<file path="src/rtl/mem_access_sequencer_pkg.sv">
// Shared encodings and defaults for the data-memory access sequencer.
package mem_access_sequencer_pkg;

  localparam int          DATA_W          = 16;
  localparam logic [31:0] SP_RESET_DEF    = 32'h000F_FFFF;
  localparam logic [31:0] STACK_LIMIT_DEF = 32'h000F_F000;

  typedef enum logic [2:0] {
    OP_NONE   = 3'd0,
    OP_LOAD   = 3'd1,
    OP_STORE  = 3'd2,
    OP_PUSH   = 3'd3,
    OP_POP    = 3'd4,
    OP_PUSH32 = 3'd5,
    OP_POP32  = 3'd6,
    OP_RSVD   = 3'd7
  } op_e;

  typedef enum logic [1:0] {
    ST_IDLE = 2'd0,
    ST_ACC1 = 2'd1,
    ST_ACC2 = 2'd2,
    ST_DONE = 2'd3
  } state_e;

  function automatic logic is_valid_op(input logic [2:0] op);
    return (op != OP_NONE) && (op != OP_RSVD);
  endfunction

endpackage

</file>
<file path="src/rtl/mem_access_sequencer.sv">
// Sequences load/store/stack accesses onto one 16-bit data-memory port and owns SP.
// Optional stack overflow/underflow guard enabled by defining STACK_GUARD_EN.
//
// state | meaning
// IDLE  | ready for a new request
// ACC1  | first (or only) memory word access
// ACC2  | second word of a 32-bit push/pop
// DONE  | one-cycle response pulse
module mem_access_sequencer
  import mem_access_sequencer_pkg::*;
#(
  parameter int                ADDR_W      = 32,
  parameter logic [ADDR_W-1:0] SP_RESET    = ADDR_W'(SP_RESET_DEF),
  parameter logic [ADDR_W-1:0] STACK_LIMIT = ADDR_W'(STACK_LIMIT_DEF)
) (
  input  logic              clk,
  input  logic              rst_n,
  input  logic              req_valid,
  output logic              req_ready,
  input  logic [2:0]        req_op,
  input  logic [ADDR_W-1:0] req_addr,
  input  logic [31:0]       req_wdata,
  output logic              resp_valid,
  output logic [31:0]       resp_data,
  output logic              resp_err,
  output logic              busy,
  output logic [ADDR_W-1:0] sp_out,
  output logic [ADDR_W-1:0] mem_addr,
  output logic [DATA_W-1:0] mem_wdata,
  input  logic [DATA_W-1:0] mem_rdata,
  output logic              mem_rd,
  output logic              mem_wr,
  output logic              mem_cs
);

  localparam logic [ADDR_W-1:0] ONE = ADDR_W'(1);

  state_e              state, state_d;
  op_e                 op_q;
  logic [ADDR_W-1:0]   addr_q, sp, sp_d;
  logic [31:0]         wdata_q;
  logic [DATA_W-1:0]   lo_q, lo_d, hi_q, hi_d;
  logic                err_q, err_d;
  logic                guard_fail;

`ifdef STACK_GUARD_EN
  // Extended by one bit so the bounds compare cannot itself wrap.
  logic [ADDR_W:0] sp_ext, limit_ext, top_ext;
  assign sp_ext    = {1'b0, sp};
  assign limit_ext = {1'b0, STACK_LIMIT};
  assign top_ext   = {1'b0, SP_RESET};

  always_comb begin
    guard_fail = 1'b0;
    case (op_q)
      OP_PUSH:   guard_fail = sp_ext < limit_ext;
      OP_PUSH32: guard_fail = sp_ext < limit_ext + (ADDR_W+1)'(1);
      OP_POP:    guard_fail = sp_ext + (ADDR_W+1)'(1) > top_ext;
      OP_POP32:  guard_fail = sp_ext + (ADDR_W+1)'(2) > top_ext;
      default:   guard_fail = 1'b0;
    endcase
  end
`else
  assign guard_fail = 1'b0;
`endif

  always_ff @(posedge clk or negedge rst_n) begin
    if (!rst_n) begin
      state   <= ST_IDLE;
      sp      <= SP_RESET;
      op_q    <= OP_NONE;
      addr_q  <= '0;
      wdata_q <= '0;
      lo_q    <= '0;
      hi_q    <= '0;
      err_q   <= 1'b0;
    end else begin
      state <= state_d;
      sp    <= sp_d;
      lo_q  <= lo_d;
      hi_q  <= hi_d;
      err_q <= err_d;
      if (state == ST_IDLE && req_valid && is_valid_op(req_op)) begin
        op_q    <= op_e'(req_op);
        addr_q  <= req_addr;
        wdata_q <= req_wdata;
      end
    end
  end

  always_comb begin
    state_d    = state;
    sp_d       = sp;
    lo_d       = lo_q;
    hi_d       = hi_q;
    err_d      = err_q;
    mem_rd     = 1'b0;
    mem_wr     = 1'b0;
    mem_addr   = '0;
    mem_wdata  = '0;
    req_ready  = 1'b0;
    resp_valid = 1'b0;
    resp_data  = '0;
    resp_err   = 1'b0;
    case (state)
      ST_IDLE: begin
        req_ready = 1'b1;
        if (req_valid && is_valid_op(req_op)) begin
          lo_d    = '0;
          hi_d    = '0;
          err_d   = 1'b0;
          state_d = ST_ACC1;
        end
      end
      ST_ACC1: begin
        state_d = ST_DONE;
        if (guard_fail) begin
          err_d = 1'b1;
        end else begin
          case (op_q)
            OP_LOAD:  begin mem_rd = 1'b1; mem_addr = addr_q; lo_d = mem_rdata; end
            OP_STORE: begin mem_wr = 1'b1; mem_addr = addr_q; mem_wdata = wdata_q[15:0]; end
            OP_PUSH: begin
              mem_wr = 1'b1; mem_addr = sp; mem_wdata = wdata_q[15:0]; sp_d = sp - ONE;
            end
            OP_POP: begin
              mem_rd = 1'b1; mem_addr = sp + ONE; lo_d = mem_rdata; sp_d = sp + ONE;
            end
            OP_PUSH32: begin
              mem_wr = 1'b1; mem_addr = sp; mem_wdata = wdata_q[31:16]; sp_d = sp - ONE;
              state_d = ST_ACC2;
            end
            OP_POP32: begin
              mem_rd = 1'b1; mem_addr = sp + ONE; lo_d = mem_rdata; sp_d = sp + ONE;
              state_d = ST_ACC2;
            end
            default: ;
          endcase
        end
      end
      ST_ACC2: begin
        state_d = ST_DONE;
        if (op_q == OP_PUSH32) begin
          mem_wr = 1'b1; mem_addr = sp; mem_wdata = wdata_q[15:0]; sp_d = sp - ONE;
        end else if (op_q == OP_POP32) begin
          mem_rd = 1'b1; mem_addr = sp + ONE; hi_d = mem_rdata; sp_d = sp + ONE;
        end
      end
      ST_DONE: begin
        resp_valid = 1'b1;
        resp_data  = {hi_q, lo_q};
        resp_err   = err_q;
        state_d    = ST_IDLE;
      end
      default: state_d = ST_IDLE;
    endcase
  end

  assign mem_cs = mem_rd | mem_wr;
  assign busy   = (state != ST_IDLE);
  assign sp_out = sp;

endmodule
</file>
<file path="config.mk">
export PLATFORM = sky130hd
export DESIGN_NAME = mem_access_sequencer
export DESIGN_NICKNAME = d
export VERILOG_FILES = /design/src/rtl/mem_access_sequencer_pkg.sv /design/src/rtl/mem_access_sequencer.sv
export SDC_FILE = /design/constraint.sdc
export NUM_CORES = 1
export LEC_CHECK = 0
export CAP_MARGIN = 15
export CORE_MARGIN = 2
export CORE_UTILIZATION = 54
export CTS_CLUSTER_SIZE = 20
export DETAILED_ROUTE_END_ITERATION = 16
export PLACE_DENSITY = 0.87
export SYNTH_ARGS = -nofsm -noshare
export SYNTH_HDL_FRONTEND = slang
export SYNTH_SLANG_ARGS = --single-unit
</file>
<file path="constraint.sdc">
create_clock -name clk -period 6.1 [get_ports clk]
set_input_delay 1.22 -clock clk [delete_from_list [all_inputs] [get_ports clk]]
set_output_delay 1.22 -clock clk [all_outputs]
set_load 0.05 [all_outputs]
</file>
==> flow_results.org <==
** Run status
- Outcome :: finished clean

** Worst setup path
- Critical R2R Capture :: sp_out[30]
- Worst path bufs/invs :: 3
- Worst stage delay on the critical path :: 0.86 ns
- Slowest library cell on the worst path :: sky130_fd_sc_hd__clkdlybuf4s50_1
- Following the worst setup path forward leads to its endpoint at mem_addr[31].
- The worst setup path is captured at an output port.
- Launch point of the worst path :: state[0]
- Walking the worst path, the cells encountered are inv_1, ha_1, a22o_1, and2_1, buf_4, a22oi_1, a31oi_1, clkdlybuf4s50_1.
- Cell family with the largest share of critical-path delay :: buffers and inverters
- Across all register-to-register paths, the minimum setup slack is 2.32 ns.
- The worst register-to-register path begins at state[0].
- The critical path crosses 8 cells after its start point.
- For the worst setup path, the data required time is 4.88 ns.
- The number of cells on the worst reg-to-reg path is 7.
- Data arrival time at the worst-slack endpoint :: 4.04 ns
- The worst setup path is launched from a flip-flop.
- Of all nets on the critical path, the largest fanout is 26.
- Worst setup path category :: reg -> out

** Yosys
- FFs w/ async S/R, synth :: 1.00
- Compound-Gate Fraction of Synth Area :: 0.164
- Simple-gate share of the synthesized area :: 0.210
- Count of cell types in the netlist :: 63
- Synthesis handed over a netlist of 890 instances.
- FF+latch count, synth :: 133
- The portion of synthesized area spent on multiplexers is 0.0978.
- Netlist area before placement :: 8020 um^2
- Of the total synthesized cell area, the portion taken by full adders, half adders and majority gates is 0.00936.
- Averaged over all synthesized cells, the footprint is 9.01 um^2.
- When the netlist entered floorplanning its net count stood at 982.
- Among all flip-flop cells after synthesis, the most frequent one is sky130_fd_sc_hd__dfrtp_1.
- After synthesis, the largest family of logic cells by area is simple AND/OR/NAND/NOR gates.
- The synthesized design contains 0 enable-type register cells.
- Of the total synthesized cell area, the portion taken by XOR and XNOR cells is 0.0448.
- The Yosys step of the flow raised 0 warnings.
- Proportion of synthesized chip area in sequential cells :: 0.418

** Timing
- Headroom to the max-slew limit came out at 0.190.
- Highest clock rate :: 190 MHz
- Once routing completed, OpenROAD measured the worst setup slack at 0.843 ns.
- Setup violations remaining at the end of the flow were counted as 0.
- Share of the clock period used by the worst path after layout :: 0.862
- Final critical-path required period :: 5.26 ns
- RSZ-0062 raised after global routing :: no
- Measured slew at the worst slew-check pin :: 1.21 ns
- The clock arrives with 0.00780 ns of skew.
- The number of pins with negative max-slew slack in the final report was 0.
- Final number of hold-violating endpoints :: 0
- Setup total negative slack on the finished layout was measured at 0 ns.

** Clocking
- Number of sinks driven by the clock tree :: 133
- Clock root buffer :: sky130_fd_sc_hd__clkbuf_16
- The clock passes through at most 2 buffers.
- Setup repair bufs after CTS :: 0
- Clock transition time at the flip-flop clock pins of the worst setup and hold paths :: 0.06 ns
- CTS-repair resized insts :: 0
- At the later pin of the worst-skew pair, clock insertion delay measures 0.43 ns.
- For this design, the CTS-stage hold fixing added 0 buffers.
- TritonCTS built the clock tree.
- CTS built an H-tree with a depth of 4.
- TritonCTS created 17 clock buffers.

** GRT
- Global routing finished with a remaining overflow of 0.
- Number of antenna violations at the first check in global routing :: 0
- For this run, the total global-route usage over all layers was measured as 0.309.
- First-pass GRT wire length :: 38.8 mm
- The via count of the first global-routing pass came to 7178.
- Entering global routing, the biggest net connects 71 pins.

** Floorplanning
- From left edge to right edge, the die measures 126 um.
- Die H :: 126 um
- After floorplanning, the core was sized to cover 14500 um^2.
- Starting utilization of the core area :: 0.552
- Pin placement for this block handled 205 I/O pins.
- The die covers 15800 um^2.
- After floorplanning, the core was divided into 44 placement rows.

** Detailed routing
- In the final routed layout, each cell accounts on average for 20.0 um.
- Total length of routed wires :: 24.8 mm
- Once detail routing completed, the nets flagged for antenna violations numbered 0.
- In the routed layout, each cell is associated on average with a via count of 6.29.
- DRT Pass-1 Iters :: 7
- Post-detailed-route DRC marker count :: 0
- After the first detailed-routing iteration, the DRC count stood at 1265.
- Met2 WL :: 11.0 mm
- Detailed routing placed a total of 2.94 mm of wire on met3.
- The detailed router used layers up to and including met4.
- Vias after detailed routing :: 7793
- For this block, wires on met1 add up to 10.1 mm.

** Place
- Total cell area at the placement stage :: 10100 um^2
- At the end of routability-driven placement, the weighted congestion stood at 1.04.
- Worst slack at placement :: 1.38 ns
- Post-DP HPWL :: 17.0 mm
- Port Buffer Count :: 203

** Pwr
- Power density of the placed cells :: 553 nW/um^2
- Peak supply drop :: 0.322 mV
- In this run the static leakage power is 4.18 nW.

** Cells and area
- The number of antenna diodes in the final layout is 0.
- With fillers left out, the area of the finished cells amounts to 10700 um^2.
- Synth-to-layout area growth :: 32.9%
- Final Util :: 0.733
- In the final layout, the share of cells above drive strength 1 is 0.139.
- The final layout contains 1134 nets.

** Flow run
- Max Cap Violations :: 0

** Worst hold path
- The worst hold path belongs to the class reg -> reg.
## tightest hold or removal path, cell delays in order, from the launching register on
cell	delay [ns]
sky130_fd_sc_hd__dfrtp_1	0.34
sky130_fd_sc_hd__nand2_1	0.04
sky130_fd_sc_hd__o21ai_0	0.06
## routing by layer
layer  up-vias  track usage
met2       555        0.463
li1       3499            -
met3        92       0.0930
met1      3647        0.430
met5         -            0
met4         0        0.107
## through the flow
step / power [mW] / std cells / hold slack, ns
4_1_cts: 5.82 / 1238 / 0.479
5_1_grt: 6.17 / 1239 / 0.498
3_3_place_gp: 4.73 / 1206 / 0.454
6_report: 5.89 / 1239 / 0.476
2_1_floorplan: 3.85 / 890 / 0.442
3_5_place_dp: 4.81 / 1206 / 0.465
## worst min-delay path by stage
stage | depth (start not counted) | from | endpoint
finish | 2 | lo_q[5] | lo_q[5]
global route | 2 | lo_q[7] | lo_q[7]
CTS | 2 | lo_q[15] | lo_q[15]
detailed placement | 2 | lo_q[15] | lo_q[15]
global placement | 2 | lo_q[4] | lo_q[4]
floorplan | 2 | lo_q[0] | lo_q[0]
## registers in the layout, summed over array words and instances (netlist names)
register,count
sp_out,32
op_q,3
state,2
wdata_q,32
hi_q,16
lo_q,16
addr_q,32
## kinds of logic (layout without fill, tap and decap cells)
family	after synthesis	count (layout)
AO/OA/AOI/OAI	208	208
XOR/XNOR	41	41
adder cells (fa/ha/maj)	6	6
buffers and inverters	114	279
flip-flops	133	133
multiplexers	70	70
other	1	1
AND/OR/NAND/NOR	317	317
## report_power, final
| group | total, mW | internal (mW) | switching, mW | leakage [nW] |
|---|---|---|---|---|
| logic | 3.03 | 1.06 | 1.96 | 2.29 |
| clock network | 1.00 | 0.588 | 0.413 | 0.274 |
| registers | 1.86 | 1.34 | 0.522 | 1.62 |
## Yosys cell counts (6+ instances only)
library cell | instances | share of area
sky130_fd_sc_hd__and2_1 | 40 | 0.031
sky130_fd_sc_hd__inv_1 | 28 | 0.013
sky130_fd_sc_hd__and4_1 | 6 | 0.0066
sky130_fd_sc_hd__o21ai_0 | 67 | 0.042
sky130_fd_sc_hd__and3_1 | 12 | 0.0094
sky130_fd_sc_hd__nor2_1 | 51 | 0.024
sky130_fd_sc_hd__dfrtp_1 | 113 | 0.35
sky130_fd_sc_hd__or3_1 | 8 | 0.0062
sky130_fd_sc_hd__nor3_1 | 21 | 0.013
sky130_fd_sc_hd__nand3_1 | 38 | 0.024
sky130_fd_sc_hd__nand4_1 | 35 | 0.027
sky130_fd_sc_hd__dfstp_2 | 20 | 0.066
sky130_fd_sc_hd__nand2_1 | 73 | 0.034
sky130_fd_sc_hd__ha_1 | 6 | 0.0094
sky130_fd_sc_hd__or4_1 | 8 | 0.0075
sky130_fd_sc_hd__mux2_2 | 67 | 0.094
sky130_fd_sc_hd__buf_2 | 13 | 0.0081
sky130_fd_sc_hd__a22oi_1 | 26 | 0.024
sky130_fd_sc_hd__xnor2_1 | 14 | 0.015
sky130_fd_sc_hd__clkbuf_1 | 64 | 0.030
sky130_fd_sc_hd__a21oi_1 | 51 | 0.032
sky130_fd_sc_hd__buf_1 | 7 | 0.0033
sky130_fd_sc_hd__xor2_1 | 27 | 0.029
sky130_fd_sc_hd__a31oi_1 | 17 | 0.013
## layout by cell type (no fill, tap or decap), types with 4 or more instances in the layout
master / Yosys / routed
sky130_fd_sc_hd__a31oi_1: 17 / 17
sky130_fd_sc_hd__nor3_1: 21 / 21
sky130_fd_sc_hd__xnor2_1: 14 / 14
sky130_fd_sc_hd__inv_6: 0 / 4
sky130_fd_sc_hd__and2_1: 40 / 40
sky130_fd_sc_hd__nor2_1: 51 / 51
sky130_fd_sc_hd__nand4b_1: 5 / 5
sky130_fd_sc_hd__a22oi_1: 26 / 26
sky130_fd_sc_hd__dfstp_2: 20 / 20
sky130_fd_sc_hd__or4_1: 8 / 8
sky130_fd_sc_hd__a32oi_1: 5 / 5
sky130_fd_sc_hd__o22ai_1: 4 / 4
sky130_fd_sc_hd__nor2b_1: 5 / 5
sky130_fd_sc_hd__nand4_1: 35 / 35
sky130_fd_sc_hd__o2bb2ai_1: 5 / 4
sky130_fd_sc_hd__o21ai_0: 67 / 66
sky130_fd_sc_hd__clkbuf_16: 0 / 17
sky130_fd_sc_hd__a21oi_1: 51 / 51
sky130_fd_sc_hd__buf_4: 1 / 15
sky130_fd_sc_hd__a21o_1: 4 / 4
sky130_fd_sc_hd__inv_1: 28 / 28
sky130_fd_sc_hd__clkdlybuf4s50_1: 0 / 202
sky130_fd_sc_hd__or3_1: 8 / 8
sky130_fd_sc_hd__and3_1: 12 / 12
sky130_fd_sc_hd__and4_1: 6 / 6
sky130_fd_sc_hd__nand2_1: 73 / 73
sky130_fd_sc_hd__dfrtp_1: 113 / 113
sky130_fd_sc_hd__nand3_1: 38 / 38
sky130_fd_sc_hd__xor2_1: 27 / 27
sky130_fd_sc_hd__mux2_2: 67 / 67
sky130_fd_sc_hd__ha_1: 6 / 6
## cell type report
cell class	count	area, um^2
Multi-Input combinational cell	643	4240
Tap cell	184	230
Inverter	29	109
Timing Repair Buffer	218	2150
Sequential cell	133	3350
Fill cell	1054	3880
Clock buffer	20	457
Clock inverter	12	119
Note: power is estimated with default switching activity, not from simulation.
